File: src/rtl/rx_msg_ctrl_pkg.sv
// Shared state encoding, defaults and width helpers for the UART receive message sequencer.
package rx_msg_ctrl_pkg;

    localparam int unsigned DEF_DATA_SIZE      = 8;
    localparam int unsigned DEF_ADDR_SPACE_EXP = 5;
    localparam logic [7:0]  DEF_TERM_BYTE      = 8'h0D;
    localparam logic [7:0]  DEF_PAD_BYTE       = 8'h00;
    localparam int unsigned DEF_TIMEOUT_CYCLES = 100000;

    typedef enum logic [2:0] {
        IDLE,
        COLLECT,
        PAD,
        WAIT_FULL,
        CLEAR,
        HANDOFF
    } rx_state_t;

    // msg_len must hold the full depth (32 needs 6 bits), hence exponent + 1.
    function automatic int unsigned msg_len_width(input int unsigned addr_exp);
        return addr_exp + 1;
    endfunction

    function automatic int unsigned timer_width(input int unsigned cycles);
        return (cycles > 1) ? $clog2(cycles) : 1;
    endfunction

endpackage

File: src/rtl/rx_idle_timer.sv
// Clearable saturating idle counter; o_timeout is high while enabled and the count sits at TIMEOUT_CYCLES-1.
// Latency: timeout asserts TIMEOUT_CYCLES enabled cycles after the last clear.
module rx_idle_timer
    import rx_msg_ctrl_pkg::*;
#(
    parameter int unsigned TIMEOUT_CYCLES = DEF_TIMEOUT_CYCLES
) (
    input  logic i_clk,
    input  logic i_rst_n,
    input  logic i_clr,
    input  logic i_en,
    output logic o_timeout
);

    localparam int unsigned   TW   = timer_width(TIMEOUT_CYCLES);
    localparam logic [TW-1:0] LAST = TW'(TIMEOUT_CYCLES - 1);

    logic [TW-1:0] r_cnt;

    always_ff @(posedge i_clk or negedge i_rst_n) begin
        if (!i_rst_n) begin
            r_cnt <= '0;
        end else if (i_clr) begin
            r_cnt <= '0;
        end else if (i_en && (r_cnt != LAST)) begin
            r_cnt <= r_cnt + TW'(1);
        end
    end

    assign o_timeout = i_en && !i_clr && (r_cnt == LAST);

endmodule

File: src/rtl/rx_msg_ctrl.sv
// Collects UART bytes into the rx FIFO, closes on terminator/full/timeout, pads, snapshots and clears it.
// msg_valid rises 3 cycles after the last FIFO write; while a message awaits msg_ready, new bytes are dropped and flagged.
module rx_msg_ctrl
    import rx_msg_ctrl_pkg::*;
#(
    parameter int unsigned          DATA_SIZE      = DEF_DATA_SIZE,
    parameter int unsigned          ADDR_SPACE_EXP = DEF_ADDR_SPACE_EXP,
    parameter logic [DATA_SIZE-1:0] TERM_BYTE      = DEF_TERM_BYTE,
    parameter logic [DATA_SIZE-1:0] PAD_BYTE       = DEF_PAD_BYTE,
    parameter int unsigned          TIMEOUT_CYCLES = DEF_TIMEOUT_CYCLES
) (
    input  logic                                     clk_100MHz,
    input  logic                                     reset_n,
    input  logic                                     rx_done_tick,
    input  logic [DATA_SIZE-1:0]                     rx_data,
    input  logic                                     fifo_full,
    input  logic                                     fifo_empty,
    input  logic [DATA_SIZE*(2**ADDR_SPACE_EXP)-1:0] fifo_rdata,
    output logic                                     fifo_write,
    output logic [DATA_SIZE-1:0]                     fifo_wdata,
    output logic                                     fifo_read,
    output logic                                     msg_valid,
    input  logic                                     msg_ready,
    output logic [DATA_SIZE*(2**ADDR_SPACE_EXP)-1:0] msg_data,
    output logic [ADDR_SPACE_EXP:0]                  msg_len,
    output logic                                     overrun,
    output logic                                     busy
);

    localparam int unsigned   DEPTH    = 2**ADDR_SPACE_EXP;
    localparam int unsigned   CW       = msg_len_width(ADDR_SPACE_EXP);
    localparam int unsigned   MW       = DATA_SIZE * DEPTH;
    localparam logic [CW-1:0] CNT_FULL = CW'(DEPTH);
    localparam logic [CW-1:0] CNT_LAST = CW'(DEPTH - 1);
    localparam logic [CW-1:0] CNT_ONE  = CW'(1);

    rx_state_t            r_state;
    rx_state_t            w_state_nxt;
    logic [CW-1:0]        r_byte_cnt;
    logic [CW-1:0]        w_byte_cnt_nxt;
    logic [CW-1:0]        r_len;
    logic [CW-1:0]        w_len_nxt;
    logic                 r_fifo_write;
    logic                 w_fifo_write_nxt;
    logic [DATA_SIZE-1:0] r_fifo_wdata;
    logic [DATA_SIZE-1:0] w_fifo_wdata_nxt;
    logic                 r_fifo_read;
    logic                 w_fifo_read_nxt;
    logic                 r_msg_valid;
    logic                 w_msg_valid_nxt;
    logic [MW-1:0]        r_msg_data;
    logic [CW-1:0]        r_msg_len;
    logic                 r_overrun;
    logic                 r_busy;
    logic                 w_latch;
    logic                 w_drop;
    logic                 w_timer_clr;
    logic                 w_timer_en;
    logic                 w_timeout;
    logic                 w_is_term;

    assign w_is_term = (rx_data == TERM_BYTE);

    rx_idle_timer #(
        .TIMEOUT_CYCLES (TIMEOUT_CYCLES)
    ) u_idle_timer (
        .i_clk     (clk_100MHz),
        .i_rst_n   (reset_n),
        .i_clr     (w_timer_clr),
        .i_en      (w_timer_en),
        .o_timeout (w_timeout)
    );

    always_ff @(posedge clk_100MHz or negedge reset_n) begin
        if (!reset_n) begin
            r_state <= IDLE;
        end else begin
            r_state <= w_state_nxt;
        end
    end

    always_comb begin
        w_state_nxt      = r_state;
        w_byte_cnt_nxt   = r_byte_cnt;
        w_len_nxt        = r_len;
        w_fifo_write_nxt = 1'b0;
        w_fifo_wdata_nxt = r_fifo_wdata;
        w_fifo_read_nxt  = 1'b0;
        w_msg_valid_nxt  = r_msg_valid;
        w_latch          = 1'b0;
        w_drop           = 1'b0;
        w_timer_clr      = 1'b1;
        w_timer_en       = 1'b0;

        unique case (r_state)
            IDLE: begin
                if (rx_done_tick && !w_is_term) begin
                    w_fifo_write_nxt = 1'b1;
                    w_fifo_wdata_nxt = rx_data;
                    w_byte_cnt_nxt   = CNT_ONE;
                    w_len_nxt        = CNT_ONE;
                    w_state_nxt      = COLLECT;
                end
            end
            COLLECT: begin
                w_timer_clr = rx_done_tick;
                w_timer_en  = 1'b1;
                // A byte arriving on the timeout cycle wins: it is real data.
                if (rx_done_tick) begin
                    if (w_is_term) begin
                        w_state_nxt = PAD;
                    end else begin
                        w_fifo_write_nxt = 1'b1;
                        w_fifo_wdata_nxt = rx_data;
                        w_byte_cnt_nxt   = r_byte_cnt + CNT_ONE;
                        w_len_nxt        = r_len + CNT_ONE;
                        if (r_byte_cnt == CNT_LAST) begin
                            w_state_nxt = WAIT_FULL;
                        end
                    end
                end else if (w_timeout) begin
                    w_state_nxt = PAD;
                end
            end
            PAD: begin
                w_drop = rx_done_tick;
                // fifo_full trails the write by a cycle, so the local count decides when padding ends.
                if (r_byte_cnt == CNT_FULL) begin
                    w_state_nxt = WAIT_FULL;
                end else begin
                    w_fifo_write_nxt = 1'b1;
                    w_fifo_wdata_nxt = PAD_BYTE;
                    w_byte_cnt_nxt   = r_byte_cnt + CNT_ONE;
                    if (r_byte_cnt == CNT_LAST) begin
                        w_state_nxt = WAIT_FULL;
                    end
                end
            end
            WAIT_FULL: begin
                w_drop = rx_done_tick;
                if (fifo_full) begin
                    w_latch         = 1'b1;
                    w_fifo_read_nxt = 1'b1;
                    w_state_nxt     = CLEAR;
                end
            end
            CLEAR: begin
                w_drop          = rx_done_tick;
                w_msg_valid_nxt = 1'b1;
                w_state_nxt     = HANDOFF;
            end
            HANDOFF: begin
                w_drop = rx_done_tick;
                if (r_msg_valid && msg_ready) begin
                    w_msg_valid_nxt = 1'b0;
                    w_byte_cnt_nxt  = '0;
                    w_len_nxt       = '0;
                    if (fifo_empty) begin
                        w_state_nxt = IDLE;
                    end
                end else if (!r_msg_valid && fifo_empty) begin
                    w_state_nxt = IDLE;
                end
            end
            default: begin
                w_state_nxt = IDLE;
            end
        endcase
    end

    always_ff @(posedge clk_100MHz or negedge reset_n) begin
        if (!reset_n) begin
            r_byte_cnt   <= '0;
            r_len        <= '0;
            r_fifo_write <= 1'b0;
            r_fifo_wdata <= '0;
            r_fifo_read  <= 1'b0;
            r_msg_valid  <= 1'b0;
            r_msg_data   <= '0;
            r_msg_len    <= '0;
            r_overrun    <= 1'b0;
            r_busy       <= 1'b0;
        end else begin
            r_byte_cnt   <= w_byte_cnt_nxt;
            r_len        <= w_len_nxt;
            r_fifo_write <= w_fifo_write_nxt;
            r_fifo_wdata <= w_fifo_wdata_nxt;
            r_fifo_read  <= w_fifo_read_nxt;
            r_msg_valid  <= w_msg_valid_nxt;
            r_overrun    <= r_overrun | w_drop;
            r_busy       <= (w_state_nxt != IDLE);
            if (w_latch) begin
                r_msg_data <= fifo_rdata;
                r_msg_len  <= r_len;
            end
        end
    end

    assign fifo_write = r_fifo_write;
    assign fifo_wdata = r_fifo_wdata;
    assign fifo_read  = r_fifo_read;
    assign msg_valid  = r_msg_valid;
    assign msg_data   = r_msg_data;
    assign msg_len    = r_msg_len;
    assign overrun    = r_overrun;
    assign busy       = r_busy;

endmodule
File: config.mk
export PLATFORM = sky130hd
export DESIGN_NAME = rx_msg_ctrl
export DESIGN_NICKNAME = d
export VERILOG_FILES = /design/src/rtl/rx_msg_ctrl_pkg.sv /design/src/rtl/rx_idle_timer.sv /design/src/rtl/rx_msg_ctrl.sv
export SDC_FILE = /design/constraint.sdc
export NUM_CORES = 1
export LEC_CHECK = 0
export ABC_AREA = 1
export CAP_MARGIN = 20
export CORE_AREA = 4 4 208 210
export DETAILED_ROUTE_END_ITERATION = 6
export DIE_AREA = 0 0 212 214
export SKIP_LAST_GASP = 1
export SLEW_MARGIN = 0
export SYNTH_ARGS = -nofsm -noshare
export SYNTH_HDL_FRONTEND = slang
export SYNTH_SLANG_ARGS = --single-unit
File: constraint.sdc
create_clock -name clk_100MHz -period 3.7 [get_ports clk_100MHz]
set_input_delay 0.74 -clock clk_100MHz [delete_from_list [all_inputs] [get_ports clk_100MHz]]
set_output_delay 0.74 -clock clk_100MHz [all_outputs]
set_load 0.03 [all_outputs]
* After elaboration in Yosys (flattened, before gate mapping)
Index checks and enable logic that the tools add are counted.
** Word-level totals
- Register bits after elaboration :: 307
- Input port bits :: 270
- Output and inout port bits :: 275
- Logic and storage cells :: 91
** Cells by class
- $add $sub $neg :: 3
- Eq/ne operators :: 15
- Mux-type cells :: 39
- Bitwise gates (word level) :: 1
- Reductions and logical operators :: 21
** Operators by type and width (count)
- 6-bit 2-to-1 mux :: 7
- 17-bit 2-to-1 mux :: 2
- 8-bit 2-to-1 mux :: 4
- 3-bit 2-to-1 mux :: 10
- 6-bit one-hot mux with 4 select lines :: 1
- 8-bit one-hot mux with 3 select lines :: 1
- 3-bit one-hot mux with 6 select lines :: 1
- 6-bit one-hot mux with 3 select lines :: 1
- 17-bit by 1-bit adder with 17-bit output, second input constant :: 1
- 17-bit equality test, second input constant :: 1
- 17-bit != test, second input constant :: 1
- 6-bit by 1-bit adder with 6-bit output, second input constant :: 2
- 1-bit 2-to-1 mux :: 10
- 2-bit != test, second input constant :: 5
- 5-bit AND reduction :: 2
- 3-bit nonzero test :: 3
- 8-bit by 4-bit equality test with 1-bit output, second input constant :: 1
- 3-bit by 2-bit equality test with 1-bit output, second input constant :: 2
- 3-bit equality test, second input constant :: 2
- 6-bit by 5-bit equality test with 1-bit output, second input constant :: 1
- 6-bit equality test, second input constant :: 1
- 1-bit logical AND :: 6
- 6-bit AND reduction :: 1
- 2-bit nonzero test :: 2
- 9 further kinds :: 11

* Depth between registers and ports, before layout
Gate-level depths: netlist of the first run.
- Depth after elaboration :: 9
- Depth in mapped cells :: 11
- Gate-level depth less buffers :: 11

* Cells and area by module
A second synthesis of the first run with hierarchy kept.
** Unflattened totals
- Cells, all modules :: 1502
- Area, all modules :: 12607.1 um^2
** Modules (own cells, without submodules)
- rx_msg_ctrl :: instances 1, cells an instance 1319, area an instance 11408.4 um^2, seq. area each 7257.0 um^2
- rx_idle_timer :: instances 1, cells an instance 183, area an instance 1198.6 um^2, seq. area each 425.4 um^2

* Worst setup path before layout of the first run
Ideal clock, no wire load.
- Path kind :: input to register
- Start :: input port rx_done_tick
- End :: register r_byte_cnt[0]
- Library setup time :: 0.076 ns
- Data arrival time :: 1.699 ns
- Required time :: 3.624 ns
- Slack :: 1.925 ns
- Stages on the path :: 9
- Path buffers :: 1
- Cell sequence :: clkbuf_1 > inv_1 > nand2_4 > nand2_2 > nor3_4 > nand2_4 > inv_2 > nand2_1 > o21ai_1
** On the way
- Cells in the longest elaborated chain, start to end :: 3
- Elaborated cells on any way between the ends :: 4
- Classes of those cells :: 2 x eq/ne; 2 x reduce/logical
** Ends and longest elaborated chain
- from (decl) :: RTL line rx_msg_ctrl.sv:14 : input logic rx_done_tick,
- 1-bit logical AND :: RTL line rx_msg_ctrl.sv:97 : if (rx_done_tick && !w_is_term) begin
- 2-bit != test (no source line)
- 6-bit AND reduction (no source line) (*)
- to (signal assigned) :: RTL line rx_msg_ctrl.sv:184 : r_byte_cnt <= w_byte_cnt_nxt;
- to (decl) :: RTL line rx_msg_ctrl.sv:39 : logic [CW-1:0] r_byte_cnt;
Mark *: on every way between the ends. The rest lies on a longest branch, timed or not.
A chain may end at the register's enable or synchronous reset.

* Worst setup path after layout of the first run
- Start :: register r_msg_data[189] (netlist: msg_data[189])
- End :: output port msg_data[189]
** RTL lines
- from (decl) :: RTL line rx_msg_ctrl.sv:51 : logic [MW-1:0] r_msg_data;
- from (signal assigned) :: RTL line rx_msg_ctrl.sv:193 : r_msg_data <= fifo_rdata;
- to (decl) :: RTL line rx_msg_ctrl.sv:24 : output logic [DATA_SIZE*(2**ADDR_SPACE_EXP)-1:0] msg_data,
No word-level cell between the ends.

==> results of run 1 <==
path summary, 6_finish.rpt:
path / to / slack, ps / startpoint / depth (start not counted)
max in group asynchronous: msg_data[7] / 2560 / reset_n / 2
worst min-delay path: msg_data[172] / 250 / reset_n / 1
worst max-delay path: msg_data[189] / 1280 / msg_data[189] / 1
worst min register to register: overrun / 470 / overrun / 1
worst max register to register: msg_data[228] / 1780 / r_state[2] / 6
min in group clk_100MHz: overrun / 470 / overrun / 1
per-stage QoR:
| stage | hold WS (ps) | area [um^2] | util (%) |
|---|---|---|---|
| 5_1_grt | 293.1 | 19450 | 46.79 |
| 2_1_floorplan | 444.4 | 12220 | - |
| 6_report | 247.4 | 19450 | 46.79 |
| 3_5_place_dp | 463.8 | 18250 | 43.90 |
| 4_1_cts | 300.2 | 19450 | 46.78 |
| 3_3_place_gp | 460.8 | 18250 | 43.90 |
registers in the layout (all words and copies together), names as in the netlist:
signal	count
busy	1
fifo_read	1
fifo_wdata	8
fifo_write	1
msg_data	256
msg_len	6
msg_valid	1
overrun	1
r_byte_cnt	6
r_len	6
r_state	3
u_idle_timer.r_cnt	17
where the power goes:
part | switching [mW] | leakage, nW | internal, mW
sequential | 0.795 | 3.88 | 4.77
clock | 1.39 | 0.586 | 2.22
combinational | 5.00 | 4.98 | 3.27
cells in the final DEF, fill, tap and decap left out, types with 3 or more instances in the layout:
cell               n
o21ai_0           14
clkinv_2           3
buf_4              6
clkdlybuf4s50_1  543
xor2_1             5
nand4_1            4
dfrtp_1          307
nand2_2            3
buf_12             7
ha_1               4
inv_1             38
nand3b_1           3
nor2_1            33
nor2_2             3
a21oi_1            9
o21ai_1            8
nand2_1          853
inv_2              4
clkbuf_16         37
clkbuf_8           9
nand2_4            4
nor3_1            11
xnor2_1            3
nand3_1           32
bufinv_16          3
clkbuf_1           9
metal layers:
metal,track usage (%),vias to the layer above,part of all wire (%)
met5,0,-,0
met4,4.647,0,1.8
met3,6.298,49,9.4
met2,30.49,386,49
met1,22.10,5198,40
li1,-,5389,-
cell families (layout without fill, tap and decap cells):
group                      count (synthesis)  in the layout  synth area share, %
AOI/OAI and AO/OA                         42             42                2.038
and+or+nand+nor                          950            950                30.40
DFF                                      307            307                62.89
xor gates and xnor gates                   8              8               0.5736
other                                      0              1                    0
adders and majority gates                  4              4               0.4097
buffers and inverters                    105            662                3.687
cell type report:
| type | count | area (um^2) |
|---|---|---|
| clock buffers | 55 | 1084 |
| flip-flops and latches | 307 | 7682 |
| diodes | 1 | 2.502 |
| repair buffers | 557 | 5635 |
| well taps | 539 | 674.4 |
| fillers | 3956 | 22120 |
| clock inverters | 7 | 112.6 |
| multi-input cells | 1004 | 4090 |
| inverters | 43 | 168.9 |
==> reports/metrics.yaml, run 1 <==
run_status:
  status: "complete, no violations"
timing:
  worst_pin_slew_ps: 873.5
  grt_setup_unrepaired: "no"
  setup_ws_ps: 1279
  setup_tns_ps: 0
  finalCriticalPeriod_ps: 2421
  hold_viol_final: 0
  finalSetupViolCount: 0
  slew_viol_final: 0
  clock_skew_ps: 9.741
  finalCritPeriodShare_pct: 65.43
  max_freq_mhz: 413.0
  slew_headroom_pct: 41.77
setup_path:
  timing.critical_path.buf_inv: 1
  crit_type: "flip-flop to primary output"
  critPathSlowestCell: "clkdlybuf4s50_1"
  crit_path_cell_trace: "clkdlybuf4s50_1"
  crit_required_ps: 2960
  arrival_ps: 1680
  crit_path_start_kind: "flip-flop"
  cp-end-kind: "primary output"
  critical-path-top-delay-family: "buffers and inverters"
  crit_fanout: 2
  critical-path-max-stage-delay_ps: 810
floorplanning:
  core_area_um2: 41570
  row_count: 75
  fp.dieW_um: 212
  io-pin-count: 545
  die_area_um2: 45370
  die_h_um: 214
  start_util_pct: 29.38
synthesis:
  ys_seq_area_share_pct: 62.89
  yosysTopAreaCellShare_pct: 62.89
  synthTopCellsByArea: "dfrtp_1 63%, nand2_1 26%, buf_2 1.4%"
  async_reset_ff_share_pct: 100.0
  synth_seq_cells: 307
  synthesis.area_um2: 12220
  syn_nets: 1690
  yosys.area.top_type: "dfrtp_1"
  ys_warn_count: 0
  synth.most_common_cell: "nand2_1"
  syn_avg_cell_area_um2: 8.627
  synth_flop_cell: "dfrtp_1"
  syn-instance-count: 1416
  synth_commonest_cells: "853 x nand2_1, 307 x dfrtp_1, 38 x inv_1"
  synth-edff-count: 0
  synth_cell_types: 33
global_routing:
  grt.total_usage_pct: 18.07
  grt_max_degree: 152
  first_global_vias: 11145
  grt_pass1_wl_mm: 65.54
  antenna_found_initial: 1
  grt.overflow.total: 0
place:
  dp_hpwl_mm: 30.55
  gp_congestion: 0.8127
  place_inst: 2450
  port_buffers: 544
  place_ws_ps: 1107
clock_tree:
  cts.root.buffer_cell: "clkbuf_16"
  cts.clk_slew.worst_paths_ps: 50
  hold_buffers: 0
  clock_latency_ps: 520
  htree_levels: 2
  cts_tree: "done"
  cts_setup_buffers: 0
  cts-resized-gates: 0
  clock_path_buffers: 3
  cts_made_buffers: 37
  clock_sinks: 307
drt:
  postRouteAntennaNets: 0
  drc: 0
  via_per_inst: 4.386
  drtIter0Drc: 839
  wirelength_mm: 42.24
  routedWlPerCell_um: 16.81
  vias: 11022
  dr.pass1.iters: 5
finish:
  final_cell_count_no_fill: 2513
  fin_nets: 2224
  area_growth_pct: 59.22
  drive_above_1_share_pct: 4.410
power_and_ir_drop:
  pwr_density_cell_nw_per_um2: 896.4
  p_leak_nw: 9.441
  vdd_ir_drop_max_mv: 0.4910
  total_power_mw: 17.43
flow_run:
  maxCapViolations: 0
hold_path:
  hold_class: "input port to async pin"
Note: power is estimated with default switching activity, not from simulation.
==> run 2, diff against run 1 <==
--- a/config.mk
+++ b/config.mk
@@ -7,9 +7,9 @@
 export LEC_CHECK = 0
 export ABC_AREA = 1
 export CAP_MARGIN = 20
-export CORE_AREA = 4 4 208 210
+export CORE_AREA = 4 4 207 209
 export DETAILED_ROUTE_END_ITERATION = 6
-export DIE_AREA = 0 0 212 214
+export DIE_AREA = 0 0 211 213
 export SKIP_LAST_GASP = 1
 export SLEW_MARGIN = 0
 export SYNTH_ARGS = -nofsm -noshare
==> constraint.sdc (replaced) <==
create_clock -name clk_100MHz -period 2.12 [get_ports clk_100MHz]
set_input_delay 0.424 -clock clk_100MHz [delete_from_list [all_inputs] [get_ports clk_100MHz]]
set_output_delay 0.424 -clock clk_100MHz [all_outputs]
set_load 0.03 [all_outputs]
==> run 2 against run 1 <==
  * Cell count grew 0.60%
  * Total power grew 79%
  * Die area shrank 0.94%
  * Clock power grew 90%
  * Global-route usage grew 0.85 points
  * Final area grew 1.7%
==> reports/metrics.yaml, run 2 (same netlist as run 1, synthesis figures left out) <==
clock_tree:
  cts.clk_slew.worst_paths_ps: 60
  clock_latency_ps: 540
  htree_levels: 2
  cts.root.buffer_cell: "clkbuf_16"
  cts_setup_buffers: 0
  clock_sinks: 307
  clock_path_buffers: 3
  cts_made_buffers: 37
  cts_tree: "done"
timing:
  grt_setup_unrepaired: "no"
  max_freq_mhz: 486.6
  setup_ws_ps: 64.95
  finalCritPeriodShare_pct: 96.94
  slew_headroom_pct: 68.47
  worst_pin_slew_ps: 474.8
  hold_viol_final: 0
  timing.hold.ws_ps: 370.6
  setup_tns_ps: 0
  finalSetupViolCount: 0
  finalCriticalPeriod_ps: 2055
  clock_skew_ps: 11.02
  slew_viol_final: 0
power_and_ir_drop:
  total_power_mw: 31.17
  pwr_density_cell_nw_per_um2: 1575
  p_leak_nw: 9.716
  vdd_ir_drop_max_mv: 0.8588
finish:
  largest_reg_flops: 256
  register_area_um2: 7682
  fin_nets: 2239
  layout_common_cells: "853 x nand2_1, 527 x clkdlybuf4s50_1, 307 x dfrtp_1"
  drive_above_1_share_pct: 5.268
  layout_commonest_cell: "nand2_1"
  nFillCells: 3888
  area_growth_pct: 61.98
  multi_input_area_um2: 4090
  post-route-util_pct: 48.46
flow_run:
  maxCapViolations: 0
global_routing:
  antenna_found_initial: 4
  grt_pass1_wl_mm: 66.59
  first_global_vias: 11109
  grt.overflow.total: 0
  grt.total_usage_pct: 18.92
  grt_max_degree: 67
setup_path:
  critical-path-top-delay-family: "buffers and inverters"
  crit_path_start_kind: "flip-flop"
  crit_start: "msg_data[133]"
  cp-end-kind: "primary output"
  r2r_start: "r_state[0]"
  crit_path_cell_trace: "clkdlybuf4s50_1"
  crit_fanout: 2
  critical-path-max-stage-delay_ps: 750
  critPathSlowestCell: "clkdlybuf4s50_1"
  arrival_ps: 1630
  crit_type: "flip-flop to primary output"
  timing.critical_path.buf_inv: 1
  crit_required_ps: 1700
place:
  dp_hpwl_mm: 32.95
  place_ws_ps: 74.92
  gp_congestion: 0.8263
  port_buffers: 544
floorplanning:
  core_area_um2: 40830
  row_count: 74
  fp.dieW_um: 211
  start_util_pct: 29.92
  die_h_um: 213
  die_area_um2: 44940
  io-pin-count: 545
run_status:
  status: "complete, no violations"
drt:
  dr.pass1.iters: 5
  drc: 0
  wirelength_mm: 44.37
  via_per_inst: 4.404
  drtIter0Drc: 615
  vias: 11134
  routedWlPerCell_um: 17.55
  postRouteAntennaNets: 0
hold_path:
  hold_class: "input port to async pin"
==> run 2: stage by stage <==
step / instance area, um^2 / instances
5_1_grt: 19790 / 2528
6_report: 19790 / 2528
3_5_place_dp: 18440 / 2457
2_1_floorplan: 12220 / 1416
4_1_cts: 19760 / 2525
3_3_place_gp: 18440 / 2457
==> run 2: what timing repair did <==
item,in CTS,in global routing
hold buffers,1,0
endpoints found under the hold margin,27,0
endpoints found under the setup margin,9,7
gates resized for setup,9,7
cloned,0,0
pin swaps,0,0
==> run 2: path summary, 6_finish.rpt <==
path,endpoint,slack [ps],cells after the start
worst min-delay path,msg_data[182],370,2
worst min register to register,msg_data[220],470,2
max in group asynchronous,msg_data[244],1040,3
worst max register to register,busy,330,7
worst max-delay path,msg_data[133],60,1
min in group clk_100MHz,msg_data[140],420,3
==> run 2: area by class of cell <==
type                       instances  area share (%)
tap                              532           3.364
multi-input combinational       1004           20.67
sequential                       307           38.83
clock buffer                      57           5.679
timing repair buffer             572           29.54
clock inverter                    10           1.031
antenna                            3         0.03794
inverter                          43          0.8537
==> run 2: metal layers <==
layer,track usage (%),wire length (um)
met1,24.09,18170
met2,30.14,20910
met3,6.862,4004
met4,6.260,1263
met5,0,19
==> run 2: power by group <==
| group | switching (mW) | internal [mW] |
|---|---|---|
| registers | 1.42 | 8.32 |
| logic | 8.84 | 5.74 |
| clock network | 2.48 | 4.38 |
| total | 12.7 | 18.4 |
